[config.mk]
export PLATFORM = sky130hd
export DESIGN_NAME = wlif_ctrl
export DESIGN_NICKNAME = d
export VERILOG_FILES = /design/src/rtl/wlif_ctrl.sv
export SDC_FILE = /design/constraint.sdc
export NUM_CORES = 1
export LEC_CHECK = 0
export CORE_UTILIZATION = 40
export DETAILED_ROUTE_END_ITERATION = 12
export GPL_TIMING_DRIVEN = 0
export PLACE_DENSITY = 0.7
export SYNTH_ARGS = -nofsm -noshare
export SYNTH_HDL_FRONTEND = slang
export SYNTH_SLANG_ARGS = --single-unit
[constraint.sdc]
create_clock -name i_clk -period 4.55 [get_ports i_clk]
set_input_delay 0.91 -clock i_clk [delete_from_list [all_inputs] [get_ports i_clk]]
set_output_delay 0.91 -clock i_clk [all_outputs]
set_load 0.01 [all_outputs]
[src/rtl/wlif_ctrl.sv]
// Spike-to-trace event controller: round-robin event grant, per-channel weights, drop counter.
// Optional refractory hold-off per channel when WLIF_CTRL_REFRAC_EN is defined.
module wlif_ctrl #(
    parameter int unsigned          P_AW     = 2,
    parameter int unsigned          P_WIDTH  = 8,
    parameter logic [P_WIDTH-1:0]   P_WINIT  = 8'd16,
    parameter int unsigned          P_REFRAC = 4
) (
    input  logic                              i_clk,
    input  logic                              i_rst_n,
    input  logic [(1<<P_AW)-1:0]              i_spike,
    input  logic                              i_wr_en,
    input  logic [P_AW-1:0]                   i_wr_addr,
    input  logic [P_WIDTH-1:0]                i_wr_data,
    output logic [(1<<P_AW)-1:0]              o_event,
    output logic [(1<<P_AW)*P_WIDTH-1:0]      o_weight,
    output logic [(1<<P_AW)-1:0]              o_pending,
    output logic [7:0]                        o_drop_cnt,
    output logic                              o_busy
);

    localparam int unsigned P_NCH = 1 << P_AW;

    if (P_REFRAC < 1 || P_REFRAC > 255) begin : g_bad_refrac
        $error("wlif_ctrl: P_REFRAC must be in 1..255");
    end

    logic [P_NCH-1:0]   pending;
    logic [P_NCH-1:0]   eligible;
    logic [P_NCH-1:0]   grant;
    logic [P_NCH-1:0]   drops;
    logic [P_AW-1:0]    ptr;
    logic [P_AW-1:0]    gidx;
    logic [P_AW-1:0]    idx;
    logic               found;
    logic [P_AW:0]      ndrop;
    logic [P_AW+8:0]    drop_sum;
    logic [P_WIDTH-1:0] weight [P_NCH];

`ifdef WLIF_CTRL_REFRAC_EN
    logic [7:0] refrac [P_NCH];

    always_comb begin
        eligible = '0;
        for (int unsigned i = 0; i < P_NCH; i++) begin
            eligible[i] = pending[i] && (refrac[i] == '0);
        end
    end

    always_ff @(posedge i_clk or negedge i_rst_n) begin
        if (!i_rst_n) begin
            for (int unsigned i = 0; i < P_NCH; i++) begin
                refrac[i] <= '0;
            end
        end else begin
            for (int unsigned i = 0; i < P_NCH; i++) begin
                if (grant[i]) begin
                    refrac[i] <= 8'(P_REFRAC);
                end else if (refrac[i] != '0) begin
                    refrac[i] <= refrac[i] - 8'd1;
                end
            end
        end
    end
`else
    assign eligible = pending;
`endif

    // Scan from the round-robin pointer upward; the P_AW-bit index wraps naturally.
    always_comb begin
        grant = '0;
        found = 1'b0;
        gidx  = '0;
        idx   = '0;
        for (int unsigned i = 0; i < P_NCH; i++) begin
            idx = ptr + P_AW'(i);
            if (!found && eligible[idx]) begin
                found = 1'b1;
                gidx  = idx;
            end
        end
        if (found) begin
            grant[gidx] = 1'b1;
        end
    end

    // A repeat spike is only lost when the channel is already pending and not granted now.
    assign drops = i_spike & pending & ~grant;

    always_comb begin
        ndrop = '0;
        for (int unsigned i = 0; i < P_NCH; i++) begin
            ndrop = ndrop + (P_AW+1)'(drops[i]);
        end
        drop_sum = (P_AW+9)'(o_drop_cnt) + (P_AW+9)'(ndrop);
    end

    always_ff @(posedge i_clk or negedge i_rst_n) begin
        if (!i_rst_n) begin
            pending    <= '0;
            o_event    <= '0;
            ptr        <= '0;
            o_drop_cnt <= '0;
            for (int unsigned i = 0; i < P_NCH; i++) begin
                weight[i] <= P_WINIT;
            end
        end else begin
            pending <= (pending & ~grant) | i_spike;
            o_event <= grant;
            if (found) begin
                ptr <= gidx + P_AW'(1);
            end
            o_drop_cnt <= (drop_sum > (P_AW+9)'(255)) ? 8'hFF : drop_sum[7:0];
            if (i_wr_en) begin
                weight[i_wr_addr] <= i_wr_data;
            end
        end
    end

    always_comb begin
        o_weight = '0;
        for (int unsigned i = 0; i < P_NCH; i++) begin
            o_weight[i*P_WIDTH +: P_WIDTH] = weight[i];
        end
    end

    assign o_pending = pending;
    assign o_busy    = |pending;

endmodule
==> summary.md <==
| Metric | Value |
|---|---|
| Outcome | completed |
| Post-CTS Resized | 0 |
| PortBufs | 65 |
| Number of synthesized register bits | 50 |
| YS warnings | 0 |
| Syn Nets | 187 |
| Maximum clock insertion buffer count | 2 |
| Total power after layout | 1780 uW |
| Crit path DAT | 3.81 ns |
| DRC Markers | 0 |
| Slew margin rel. | 0.598 |
| Period minus WS final | 3.64 ns |
| CTS tree | done |
| Max Slew Vio Count | 0 |
| Netlist Area Pre-Place | 2180 um2 |
| Wire length of the first global-routing pass | 6.87 mm |
| Final net count | 260 |
| WS Path Type | reg -> reg |
| Number of buffers created by CTS | 5 |
| Max IR drop VDD | 0.000311 V |
| Synth Area per Inst | 13.5 um2 |
| GPL Wtd Cong | 0.799 |
| DR WL/cell | 14.1 um |
| Total GRT Usage | 0.162 |
| Initial antenna violation count | 0 |
| Post-route cell area | 3050 um2 |
| CTS Root Buffer Type | clkbuf_8 |
| H-tree depth | 2 |
| Sequential share of power | 0.393 |
| Clk pin slew, worst setup/hold paths | 0.09 ns |
| Max cap viols | 0 |
| First DRT Iteration DRCs | 49 |
| Post-synthesis cell count | 162 |
| Int Pwr | 1170 uW |
| Worst setup path start | o_pending[3]$_DFF_PN0_ |
| Routed Antenna Nets | 0 |
| Reg2Reg Depth | 13 |
| Net Switching | 609 uW |
| I/O Pins | 66 |
| Clock sink count | 50 |
| CP Launch Type | flop |
| Pre-antenna DRT Iters | 4 |
| Post-CTS Setup Inserts | 0 |
| Netlist cell types | 30 |
| Reg2reg end | o_drop_cnt[6]$_DFF_PN0_ |
| Least-Margin Pin Slew | 0.602 ns |
| Final period util | 0.801 |
| CP required | 4.72 ns |
| Final Hold Fails | 0 |
| Finished Core Util | 0.590 |
| Sw frac | 0.342 |
| Largest net degree at the start of global routing | 27 |
| CP max FO | 9 |
| Chip height | 75.9 um |
| Final Non-Filler Cells | 306 |
| F_max | 0.274 GHz |
| Share of layout cells above drive strength 1 | 0.220 |
| Final setup viols | 0 |
| Leak | 0.00130 uW |
| Clock latency on the worst-skew pair | 0.29 ns |
| Comb power frac | 0.433 |
| Crit path to | o_drop_cnt[6]$_DFF_PN0_ |
| Core area | 5170 um2 |
| TNS Setup | 0 ns |
| Hold-fix buffers, CTS | 0 |
| Row cnt | 26 |
| Hold Startpoint | o_weight[11]$_DFFE_PN0P_ |
| Sequential share of the synthesized area | 0.576 |
| Antenna diodes | 0 |
| Worst r2r src | o_pending[3]$_DFF_PN0_ |
| Die ar. | 5750 um2 |
| Total number of vias | 1,495 |
| RSZ-0062 raised after global routing | no |
| PD cells | 585 nW/um2 |
| Total grt overflow | 0 |
| Clk pwr share | 0.174 |
| R2r setup slk | 0.91 ns |
| Area grow syn2layout | 39.7% |
| Worst hold path type | reg -> reg |
| Placed insts | 298 |
| Drt total wl | 4.32 mm |
| Number of global-route vias before repair | 1,392 |
| Initial Util | 0.422 |
| Die Wd | 75.9 um |
| Via density | 4.89 |
| Placed Area | 2940 um2 |
| Worst Setup End Kind | flop |
| Clock skew | 0.00102 ns |
| Detail Placement HPWL | 3.12 mm |
==> synthesized netlist by cell type <==
cell type   n  area, um2
nand2b_1    5       31.3
mux2_2     33        372
nor4_4      1       21.3
dfrtp_1    46       1150
nor3b_4     1       18.8
a41oi_1     1       8.76
or3_1       1       6.26
a21o_1      5       37.5
nor2_1      8       30.0
and3_1      4       25.0
nand3b_1    1       7.51
nand3_2     1       10.0
fa_1        3       60.1
nand3_1     7       35.0
a21oi_1     2       10.0
nand2_1     7       26.3
mux2i_1     1       10.0
nor3b_1     1       7.51
o21ai_0     3       15.0
dfstp_2     4        105
a211o_1     1       8.76
nand3b_2    2       22.5
inv_1      10       37.5
nor2b_1     2       12.5
a2111oi_0   1       8.76
ha_1        5       62.6
and4_1      1       8.76
o21a_1      2       15.0
a31oi_1     2       12.5
nor3_1      1       5.00
==> power by group through the flow <==
stage | combinational, uW | clock, uW | sequential [uW]
after floorplan | 388 | 0 | 745
after global placement | 755 | 0 | 708
after detailed placement | 782 | 0 | 708
after CTS | 784 | 321 | 702
after global routing | 874 | 339 | 725
final | 772 | 311 | 700
==> worst min-delay path by stage <==
| stage | to | slack [ns] | depth (start not counted) |
|---|---|---|---|
| finish | o_weight[11]$_DFFE_PN0P_ | 0.51 | 1 |
| global route | o_weight[22]$_DFFE_PN0P_ | 0.53 | 1 |
| CTS | o_weight[22]$_DFFE_PN0P_ | 0.51 | 1 |
| detailed placement | o_weight[11]$_DFFE_PN0P_ | 0.49 | 1 |
| global placement | o_weight[26]$_DFFE_PN0P_ | 0.49 | 1 |
| floorplan | ptr[1]$_DFFE_PN0P_ | 0.54 | 2 |
==> metal layers <==
metal	track usage	vias to the layer above	routed length, um
met5	0	-	0
met4	0.0309	0	0
met3	0.0582	0	372
met2	0.257	58	1880
met1	0.217	722	2070
li1	-	715	-
==> sequential cells by signal, indices dropped and copies added (netlist names) <==
register,count
o_weight,32
ptr,2
o_event,4
o_drop_cnt,8
o_pending,4
==> cells by family (layout without fill, tap and decap cells) <==
group,Yosys count,in the layout,share of synthesized area
AO/OA/AOI/OAI,17,17,0.0533
flip-flops,50,50,0.576
buffers and inverters,10,84,0.0172
AND/OR/NAND/NOR,43,43,0.123
adder cells (fa/ha/maj),8,8,0.0562
multiplexers,34,34,0.175
==> stage by stage <==
stage,hold slack (ns),setup slack (ns)
CTS,0.514,0.890
finish,0.512,0.905
global placement,0.487,0.920
detailed placement,0.493,0.872
global route,0.529,0.697
floorplan,0.535,1.15
==> cell type report <==
cell class / instances / area (um2)
clock buffers: 5 / 68.8
clock inverters: 3 / 45.0
fillers: 441 / 2120
inverters: 10 / 37.5
multi-input cells: 102 / 888
flip-flops and latches: 50 / 1260
well taps: 70 / 87.6
repair buffers: 66 / 666
==> critical path, stage by stage, from the launching register on <==
cell and delay, ns:
dfrtp_1 0.51, nand2b_1 0.20, a211o_1 0.30, o21a_1 0.12, ha_1 0.19, inv_1 0.08, nand3_1 0.13, fa_1 0.51
inv_1 0.05, fa_1 0.46, fa_1 0.45, and3_1 0.27, a31oi_1 0.18, a41oi_1 0.06
==> layout by cell type, fill, tap and decap left out, types with 2 or more instances in the layout <==
master / n
clkbuf_8: 5
nand2b_1: 5
o21ai_0: 3
a21o_1: 5
nand3b_2: 2
ha_1: 5
nor2b_1: 2
dfstp_2: 4
mux2_2: 33
inv_1: 10
and3_1: 4
nand2_1: 7
fa_1: 3
nor2_1: 8
a21oi_1: 2
clkinvlp_4: 2
nand3_1: 7
o21a_1: 2
dfrtp_1: 46
a31oi_1: 2
clkdlybuf4s50_1: 64
(Power assumes the default switching activity.)
==> variant (same flow settings) <==
Change the parameter `P_AW` from 2 to 3.
--- a/src/rtl/wlif_ctrl.sv
+++ b/src/rtl/wlif_ctrl.sv
@@ -2,5 +2,5 @@
 // Optional refractory hold-off per channel when WLIF_CTRL_REFRAC_EN is defined.
 module wlif_ctrl #(
-    parameter int unsigned          P_AW     = 2,
+    parameter int unsigned          P_AW     = 3,
     parameter int unsigned          P_WIDTH  = 8,
     parameter logic [P_WIDTH-1:0]   P_WINIT  = 8'd16,
Ports: changed (5 resized); port bits go from 66 to 111. No check against the original RTL was run, so the function may have changed too.
==> variant against the unedited design <==
- the flow now finishes with violations (negative setup slack)
- global-route usage rose by 7.7 points
- combinational power grew to 5.1 times the old value
- via count grew to 2.8 times the old value
- cell area increased by 130%
- sequential cell count up 41
- clock power increased to 2.7 times the old value
- wire length grew to 3.4 times the old value
- area after synthesis is 130% higher
- total power rose to 3.4 times the old value
- sequential power is 74% higher
- worst setup slack worse by 2.3 ns
- maximum frequency down 39%
- largest cell class is now multi-input gates
==> variant: results <==
[run_status]
status = complete, but fails checks
violations = negative setup slack

[worst_setup_path]
endpoint = o_drop_cnt[6]$_DFF_PN0_
worstPathMaxFanout = 6
arrival_ns = 6.21
crit_slowest_cell = mux4_2
path_class = reg2reg
cpPeakStageDelay_ns = 0.52
reg2reg_depth = 25
r2r-start = ptr[1]$_DFFE_PN0P_

[place]
port_buffers = 106
placedCellCount = 697
dp_hpwl_um = 10180
dpl-instance-area_um2 = 6432
globalplace.congestion = 0.8846

[synthesis]
async_flop_share_pct = 100.0
yosysWarnings = 0
synth_area_leaders = dfrtp_1, mux2_2, mux4_2, dfstp_2, mux2i_1
synthDistinctLibCells = 65
syn_area_per_cell_um2 = 12.00
yosysSeqAreaShare_pct = 45.18
synthTopCellsByCount = dfrtp_1, mux2_2, nand2_1
synth_fp_nets = 457

[finish]
diodes = 0
largest_reg_flops = 64
drive_gt1_share_pct = 33.10
final_nets = 595

[routing]
vias_per_cell = 5.683
firstDrtPassIters = 5
vias = 4166
wire_per_inst_um = 20.32
drt-initial-drc-count = 306

[global_route]
antenna_found_initial = 0
grt_pass1_vias = 4384
grt_pass1_wl_um = 23640
grt_max_degree = 72
grt_util_all_layers_pct = 23.90

[pwr]
power.share.switching_pct = 41.91
leakage_nw = 2.941
ir_drop_v = 0.0008176

[clock_tree]
htreeDepth = 3
clk_pin_slew_worst_paths_ns = 0.07
cts-root-buf = clkbuf_16
cts_made_buffers = 9
clk_latency_ns = 0.34
clk_path_buf_depth = 2

[sta]
slew_headroom_pct = 6.831
finalSetupViolCount = 8
tns_ns = -10.84
setup_slack_ns = -1.437
fin_skew_ns = 0.003785

[worst_hold_path]
hp-class = in2async
[variant: stage by stage]
| stage | utilization [%] | power [W] | setup slack [ns] |
|---|---|---|---|
| 2_1_floorplan | - | 0.003459 | -1.474 |
| 3_3_place_gp | 52.60 | 0.004448 | -2.101 |
| 3_5_place_dp | 52.89 | 0.004558 | -2.179 |
| 4_1_cts | 57.66 | 0.005870 | -1.419 |
| 5_1_grt | 58.13 | 0.006404 | -1.675 |
| 6_report | 58.13 | 0.005980 | -1.437 |
[variant: kinds of logic (layout without fill, tap and decap cells)]
family                     Yosys count  in the layout  share of synthesized area (%)
DFF                                 91             91                          45.18
muxes                              109            109                          27.31
AOI/OAI and AO/OA                   53             53                          7.514
adders and majority gates           13             13                          3.955
buffers and inverters               41            184                          3.584
xor gates and xnor gates             5              5                         0.8652
and+or+nand+nor                    110            110                          11.59
[variant: how the worst min path moves through the flow]
stage	to	start	slack [ns]
6_report	o_weight[32]$_DFFE_PN0P_	i_rst_n	0.45
3_5_place_dp	o_weight[62]$_DFFE_PN0P_	o_weight[62]$_DFFE_PN0P_	0.49
3_3_place_gp	o_weight[40]$_DFFE_PN0P_	o_weight[40]$_DFFE_PN0P_	0.49
5_1_grt	o_weight[14]$_DFFE_PN0P_	i_rst_n	0.46
2_1_floorplan	o_weight[56]$_DFFE_PN0P_	o_weight[56]$_DFFE_PN0P_	0.55
4_1_cts	o_weight[62]$_DFFE_PN0P_	i_rst_n	0.45
[variant: repair_timing]
| item | CTS | global route |
|---|---|---|
| pin swaps | 27 | 9 |
| gates resized for setup | 32 | 8 |
| endpoints found under the setup margin | 9 | 9 |
| buffers inserted | 17 | 4 |
| hold buffers | 0 | 0 |
[variant: power groups by stage]
stage	logic, W	clock network (W)	registers [W]
finish	0.00393	0.000829	0.00122
global route	0.00428	0.000878	0.00125
CTS	0.00381	0.000846	0.00122
detailed placement	0.00333	0	0.00123
global placement	0.00323	0	0.00122
floorplan	0.00216	0	0.00130
[variant: area by class of cell]
type | instances | area [um^2]
multi-input cells | 290 | 2786
inverters | 18 | 85.08
well taps | 168 | 210.2
repair buffers | 128 | 1250
clock inverters | 6 | 93.84
flip-flops and latches | 91 | 2288
clock buffers | 10 | 239.0
fillers | 990 | 5092
plain buffers | 22 | 116.4
[variant: metal layers]
metal,GRT usage [%],vias to the layer above,share of wire (%)
li1,-,1825,-
met1,29.97,2130,41
met2,39.84,171,50
met3,4.870,40,6.0
met4,10.91,0,3.1
met5,0,-,0
[variant: critical path: cells and delay by family, from the launching register on]
kind | cells | cell delay (ns)
AO/OA/AOI/OAI | 6 | 0.99
adder cells (fa/ha/maj) | 6 | 2.34
buffers and inverters | 5 | 0.32
flip-flops | 1 | 0.37
multiplexers | 2 | 0.84
AND/OR/NAND/NOR | 6 | 1.01
